### config.mk
export PLATFORM = sky130hd
export DESIGN_NAME = debug_ram_writer
export DESIGN_NICKNAME = d
export VERILOG_FILES = /design/src/rtl/debug_ram_writer.sv
export SDC_FILE = /design/constraint.sdc
export NUM_CORES = 1
export LEC_CHECK = 0
export BUFFER_PORTS_ARGS = -buffer_cell sky130_fd_sc_hd__buf_2
export CAP_MARGIN = 10
export CORE_MARGIN = 1
export CORE_UTILIZATION = 51
export CTS_BUF_LIST = sky130_fd_sc_hd__clkbuf_4 sky130_fd_sc_hd__clkbuf_8
export DETAILED_ROUTE_END_ITERATION = 12
export GPL_TIMING_DRIVEN = 0
export PLACE_DENSITY_LB_ADDON = 0.3
export SYNTH_ARGS = -nofsm -noshare
export SYNTH_HDL_FRONTEND = slang
export SYNTH_SLANG_ARGS = --single-unit
### constraint.sdc
create_clock -name clk -period 1.7 [get_ports clk]
set_clock_uncertainty 0.05 [all_clocks]
set_input_delay 0.17 -clock clk [delete_from_list [all_inputs] [get_ports clk]]
set_output_delay 0.17 -clock clk [all_outputs]
set_load 0.005 [all_outputs]
### src/rtl/debug_ram_writer.sv
// debug_ram_writer: byte-command front end for the debug RAM write port (auto-increment, addressed, bulk fill),
// with optional deferral of writes to display blanking.
module debug_ram_writer #(
  parameter int ADDR_W = 10,
  parameter int DATA_W = 8,
  parameter bit GATE_ON_BLANK = 1'b0
) (
  input  logic              clk,
  input  logic              rst_n,
  input  logic              in_valid,
  output logic              in_ready,
  input  logic [1:0]        in_op,
  input  logic [ADDR_W-1:0] in_addr,
  input  logic [DATA_W-1:0] in_data,
  input  logic              blank_ok,
  output logic              ram_we,
  output logic [ADDR_W-1:0] ram_waddr,
  output logic [DATA_W-1:0] ram_wdata,
  output logic              busy,
  output logic              fill_done,
  output logic [ADDR_W-1:0] wr_ptr
);
  localparam logic [1:0] OP_WRITE = 2'd0, OP_SETPTR = 2'd1, OP_WRITE_AT = 2'd2, OP_FILL = 2'd3;
  localparam logic [ADDR_W-1:0] LAST = '1;
  typedef enum logic {IDLE, FILL} state_t;
  state_t            state_q;
  logic              we_q, fill_done_q;
  logic [ADDR_W-1:0] waddr_q, ptr_q, fill_addr_q;
  logic [DATA_W-1:0] wdata_q, fill_byte_q;
  logic              gate, accept;
  assign gate      = GATE_ON_BLANK ? blank_ok : 1'b1;
  assign in_ready  = (state_q == IDLE) && gate;
  assign accept    = in_valid && in_ready;
  assign ram_we    = we_q;
  assign ram_waddr = waddr_q;
  assign ram_wdata = wdata_q;
  assign busy      = (state_q == FILL);
  assign fill_done = fill_done_q;
  assign wr_ptr    = ptr_q;
  always_ff @(posedge clk or negedge rst_n) begin
    if (!rst_n) begin
      state_q     <= IDLE;
      we_q        <= 1'b0;
      fill_done_q <= 1'b0;
      waddr_q     <= '0;
      wdata_q     <= '0;
      ptr_q       <= '0;
      fill_addr_q <= '0;
      fill_byte_q <= '0;
    end else begin
      we_q        <= 1'b0;
      fill_done_q <= 1'b0;
      if (state_q == IDLE) begin
        if (accept) begin
          case (in_op)
            OP_WRITE: begin
              we_q    <= 1'b1;
              waddr_q <= ptr_q;
              wdata_q <= in_data;
              ptr_q   <= ptr_q + 1'b1;
            end
            OP_SETPTR: ptr_q <= in_addr;
            OP_WRITE_AT: begin
              we_q    <= 1'b1;
              waddr_q <= in_addr;
              wdata_q <= in_data;
              ptr_q   <= in_addr + 1'b1;
            end
            default: begin
              fill_byte_q <= in_data;
              fill_addr_q <= '0;
              state_q     <= FILL;
            end
          endcase
        end
      end else if (gate) begin
        // Gate low stalls the fill in place; the address only advances on an issued write.
        we_q        <= 1'b1;
        waddr_q     <= fill_addr_q;
        wdata_q     <= fill_byte_q;
        fill_addr_q <= fill_addr_q + 1'b1;
        if (fill_addr_q == LAST) begin
          fill_done_q <= 1'b1;
          state_q     <= IDLE;
          ptr_q       <= '0;
        end
      end
    end
  end
endmodule

After elaboration in Yosys (flattened, before gate mapping)
Cells that the tools add are included.
{ "word_totals": {"ff_bits": 49, "output_inout_bits": 32, "word_cells": 53} }
{ "op_classes": {"n_addsub": 3, "n_eq_ne": 5, "n_mux": 22, "bitwise_logic": 2, "reduce_logical": 13} }
{ "ops": {"columns": ["operator", "n"], "rows": [
  ["$mux W10", 8],
  ["$add A10 B1 Y10 const B", 3],
  ["$pmux W10 S3", 1],
  ["$mux W8", 3],
  ["$pmux W10 S2", 1],
  ["$eq A10 B10 Y1 const B", 1],
  ["$mux W1", 9],
  ["$reduce_and A2 Y1", 3],
  ["$reduce_and A3 Y1", 2],
  ["$ne A2 B1 Y1 const B", 2],
  ["$reduce_bool A2 Y1", 2],
  ["$reduce_bool A4 Y1", 1],
  ["$reduce_bool A3 Y1", 1],
  ["$reduce_or A3 Y1", 1],
  ["$eq A2 B1 Y1 const B", 1],
  ["$eq A2 B2 Y1 const B", 1],
  ["$logic_not A2 Y1", 1],
  ["$not A1 Y1", 2],
  ["$reduce_or A2 Y1", 1],
  ["$logic_and A1 B1 Y1", 1]
]} }

Logic depth before layout (Yosys ltp)
{ "depth": {"word_depth": 5, "depth_mapped": 10, "mapped_depth_nobuf": 9} }

Worst setup path before layout
No wires, ideal clock.
{ "synth_timing": {"path_type": "in2reg", "from": "input port in_op[0]", "to": "register ptr_q[8] (netlist: wr_ptr[8])", "setup_ns": 0.095, "arrival_time_ns": 1.722, "required_ns": 1.555, "path_slack_ns": -0.167, "stages": 9, "path_buffers": 1, "path_cell_list": "and2b_1 -> buf_4 -> mux2i_1 -> inv_2 -> ha_1 -> nand4_1 -> mux2_2 -> o21a_1 -> o31ai_1"} }
{ "synth_via": {"elab_chain_len": 4} }
{ "synth_lines": {"columns": ["element", "line_no", "rtl"], "rows": [
  ["start: declaration", "12", "input logic [1:0] in_op,"],
  ["$eq A2 B2 Y1 (tied with other cells)", "55", "case (in_op)"],
  ["$pmux W10 S3", "55", null],
  ["$mux W10", "54", "if (accept) begin"],
  ["$mux W10", "53", "if (state_q == IDLE) begin"],
  ["end signal: assignment", "60", "ptr_q <= ptr_q + 1'b1;"],
  ["end signal: assignment", "62", "OP_SETPTR: ptr_q <= in_addr;"],
  ["end signal: assignment", "67", "ptr_q <= in_addr + 1'b1;"],
  ["end: declaration", "28", "logic [ADDR_W-1:0] waddr_q, ptr_q, fill_addr_q;"]
]} }
Several ways; a longest one is shown, not always the timed one. The select of a mux whose other input is x is not followed.
A chain may end at the register's enable or synchronous reset.

Final worst setup path
{ "layout_timing": {"from": "register state_q (netlist: busy)", "to": "register ptr_q[8] (netlist: wr_ptr[8])"} }
{ "layout_via": {"elab_chain_len": 4} }
{ "layout_lines": {"columns": ["element", "line_no", "rtl"], "rows": [
  ["start: declaration", "26", "state_t state_q;"],
  ["start signal: assignment", "42", "state_q <= IDLE;"],
  ["start signal: assignment", "72", "state_q <= FILL;"],
  ["start signal: assignment", "84", "state_q <= IDLE;"],
  ["$not A1 Y1 (no source line)", null, null],
  ["$logic_and A1 B1 Y1", "33", "assign accept = in_valid && in_ready;"],
  ["$reduce_bool A2 Y1 (no source line)", null, null],
  ["$reduce_and A3 Y1 (no source line)", null, null]
]} }
Several ways; a longest one is shown, not always the timed one.

==> impl_metrics.json <==
{
  "status": "complete, but fails checks",
  "violations": "hold timing, setup timing",
  "path_max_fanout": 10,
  "r2r_cells": 7,
  "fp.dieW_um": 73.40,
  "firstDrtPassIters": 4,
  "worstPathArrival_ps": 1860,
  "dieArea_mm2": 0.005388,
  "crit_path_start_kind": "flip-flop",
  "cts.hold.buffers_added": 0,
  "gr-total-overflow": 0,
  "grt_use_total_pct": 25.70,
  "yosysTopAreaCell": "dfrtp_1",
  "start_util_pct": 53.97,
  "async_reset_ff_share_pct": 100.0,
  "nFillCells": 401,
  "cts_made_buffers": 5,
  "reg2reg_from": "busy$_DFF_PN0_",
  "fin_crit_ps": 1715,
  "dp_hpwl_mm": 4.478,
  "grt_pass1_wl_mm": 10.42,
  "r2r_slack_ps": -10,
  "setup_tns_ps": -18.84,
  "vias_per_cell": 5.685,
  "worst_pin_slew_ps": 1088,
  "ys_warn_count": 0,
  "placedCellCount": 395,
  "syn_nets": 300,
  "drt-wirelength-per-cell_um": 15.72,
  "vias": 2382,
  "finalSetupViolations": 2,
  "hold_viol_final": 2,
  "p_leak_nw": 1.582,
  "drc_errors": 0,
  "synth_cell_types": 38,
  "synth_edf_count": 0,
  "worst_slack_ps": -14.74,
  "ios": 56,
  "diodes": 0,
  "cp-end-kind": "flip-flop",
  "final_cells": 419,
  "synth.avg_cell_area_um2": 9.489,
  "rows": 25,
  "maxSlewViolCount": 0,
  "hold_path.class": "input pin to asynchronous set/reset pin",
  "io_buffers": 54,
  "antenna_left": 0,
  "die_y_um": 73.40,
  "yosys_most_used_dff": "dfrtp_1",
  "whs_ps": -5.628,
  "insertion_delay_ps": 310,
  "worstPathRequired_ps": 1850,
  "synth_common_cells": "dfrtp_1, nand2_1, o21ai_0",
  "core_mm2": 0.004817,
  "cts_tree": "built",
  "powerDensity_mw_per_mm2": 1185,
  "finalCritPeriodShare_pct": 100.9,
  "htree_levels": 2,
  "max_cap_viol_count": 0,
  "postRouteWirelength_mm": 6.585,
  "clockBufferDepth": 2,
  "regToRegEndpoint": "wr_ptr[8]$_DFFE_PN0P_",
  "initialDrtViolationCount": 142,
  "max_freq_ghz": 0.5832,
  "place_area_mm2": 0.002984,
  "grt_pass1_vias": 2195,
  "vdd_drop_max_mv": 0.6550,
  "cts_root_buf": "clkbuf_8",
  "cts.sinks": 49,
  "synth.yosys.seq_area_share_pct": 47.16,
  "final_area_mm2": 0.003282,
  "rsz0062_at_grt": "yes",
  "grt_max_degree": 50,
  "path_clk_slew_ps": 100,
  "syn2layout_area_growth_pct": 26.23,
  "synth.most_common_cell": "dfrtp_1",
  "ys_ff_latch": 49,
  "slew_headroom_pct": 27.44,
  "netlist_instances": 274,
  "synthTopCellsByArea": "dfrtp_1, mux2i_1, nand2_1",
  "final_nets": 377,
  "crit_type": "flip-flop to flip-flop",
  "synthDominantCellAreaShare_pct": 47.16,
  "synth_area_mm2": 0.002600,
  "drive_above_1_share_pct": 31.53,
  "total_power_w": 0.003890,
  "grt_antenna_before_repair": 0,
  "gp_congestion": 0.8626
}
-- layout make-up --
type,count,area [um2],area share [%]
plain buffers,14,87.58,2.669
clock buffers,6,76.32,2.326
repair buffers,70,390.4,11.89
inverters,3,11.26,0.3431
flip-flops and latches,49,1229,37.44
multi-input cells,208,1389,42.32
well taps,67,83.83,2.554
clock inverters,2,15.01,0.4575
-- power breakdown --
part	switching (W)	internal (W)	total (W)
clock	0.000406	0.000307	0.000713
combinational	0.000605	0.000685	0.00129
sequential	0.000358	0.00153	0.00189
-- layout by cell type (no fill, tap or decap), types with 4 or more instances in the layout --
cell type  instances
clkbuf_8           6
a22oi_1            5
mux2i_1           22
o21ai_0           25
nand2_1           47
xor2_1             4
xnor2_1            5
clkbuf_1           8
mux2_2             9
nand4_1            5
a21oi_1           11
dfrtp_1           47
o31ai_1            6
nand2b_1           5
and3_1             4
nor2_1            17
buf_2             56
nand3_1            8
buf_4             16
-- worst max-delay path by stage --
| stage | end | cells past startpoint | start |
|---|---|---|---|
| after floorplan | wr_ptr[8]$_DFFE_PN0P_ | 9 | in_op[0] |
| after global placement | wr_ptr[8]$_DFFE_PN0P_ | 7 | fill_addr_q[0]$_DFFE_PN0P_ |
| after detailed placement | wr_ptr[8]$_DFFE_PN0P_ | 7 | fill_addr_q[0]$_DFFE_PN0P_ |
| after CTS | wr_ptr[8]$_DFFE_PN0P_ | 7 | wr_ptr[0]$_DFFE_PN0P_ |
| after global routing | wr_ptr[9]$_DFFE_PN0P_ | 6 | busy$_DFF_PN0_ |
| final | wr_ptr[8]$_DFFE_PN0P_ | 7 | busy$_DFF_PN0_ |
-- critical path, stage by stage (launching register included) --
cell and delay, ps:
dfrtp_1 440, buf_6 150, nand3_1 110, nor3_4 260, nor2_2 100, clkbuf_8 180, a22oi_1 220, o31ai_2 90
-- routing by layer --
metal / global-route usage [%] / up-vias / wire, um
met5: 0 / - / 0
met4: 8.761 / 0 / 87
met3: 4.115 / 9 / 246
met2: 42.28 / 57 / 3275
met1: 34.77 / 1191 / 2976
li1: - / 1125 / -
-- cells by family (layout without fill, tap and decap cells) --
| family | Yosys count | count (layout) | share of synthesized area [%] |
|---|---|---|---|
| adder cells (fa/ha/maj) | 2 | 2 | 0.9623 |
| multiplexers | 34 | 34 | 13.57 |
| AND/OR/NAND/NOR | 98 | 98 | 17.28 |
| buffers and inverters | 17 | 95 | 2.983 |
| AO/OA/AOI/OAI | 65 | 65 | 15.01 |
| flip-flops | 49 | 49 | 47.16 |
| XOR/XNOR | 9 | 9 | 3.032 |
-- state kept, by name, indices dropped and copies added (netlist names) --
| name | flops |
|---|---|
| fill_done | 1 |
| busy | 1 |
| fill_addr_q | 10 |
| ram_waddr | 10 |
| fill_byte_q | 8 |
| ram_wdata | 8 |
| wr_ptr | 10 |
| ram_we | 1 |
-- through the flow --
| step | utilization (%) | setup WS, ps |
|---|---|---|
| 4_1_cts | 65.51 | -17.73 |
| 2_1_floorplan | - | -42.27 |
| 5_1_grt | 68.13 | -107.1 |
| 3_3_place_gp | 61.95 | -368.3 |
| 6_report | 68.13 | -14.74 |
| 3_5_place_dp | 61.95 | -382.9 |
-- timing repair --
action                                  CTS  global route
gates resized for setup                  12            11
gates cloned                              0             0
setup buffers                             4            12
pin swaps                                 4             8
endpoints found under the setup margin   16            14
Power figures use the tool's default switching activity.
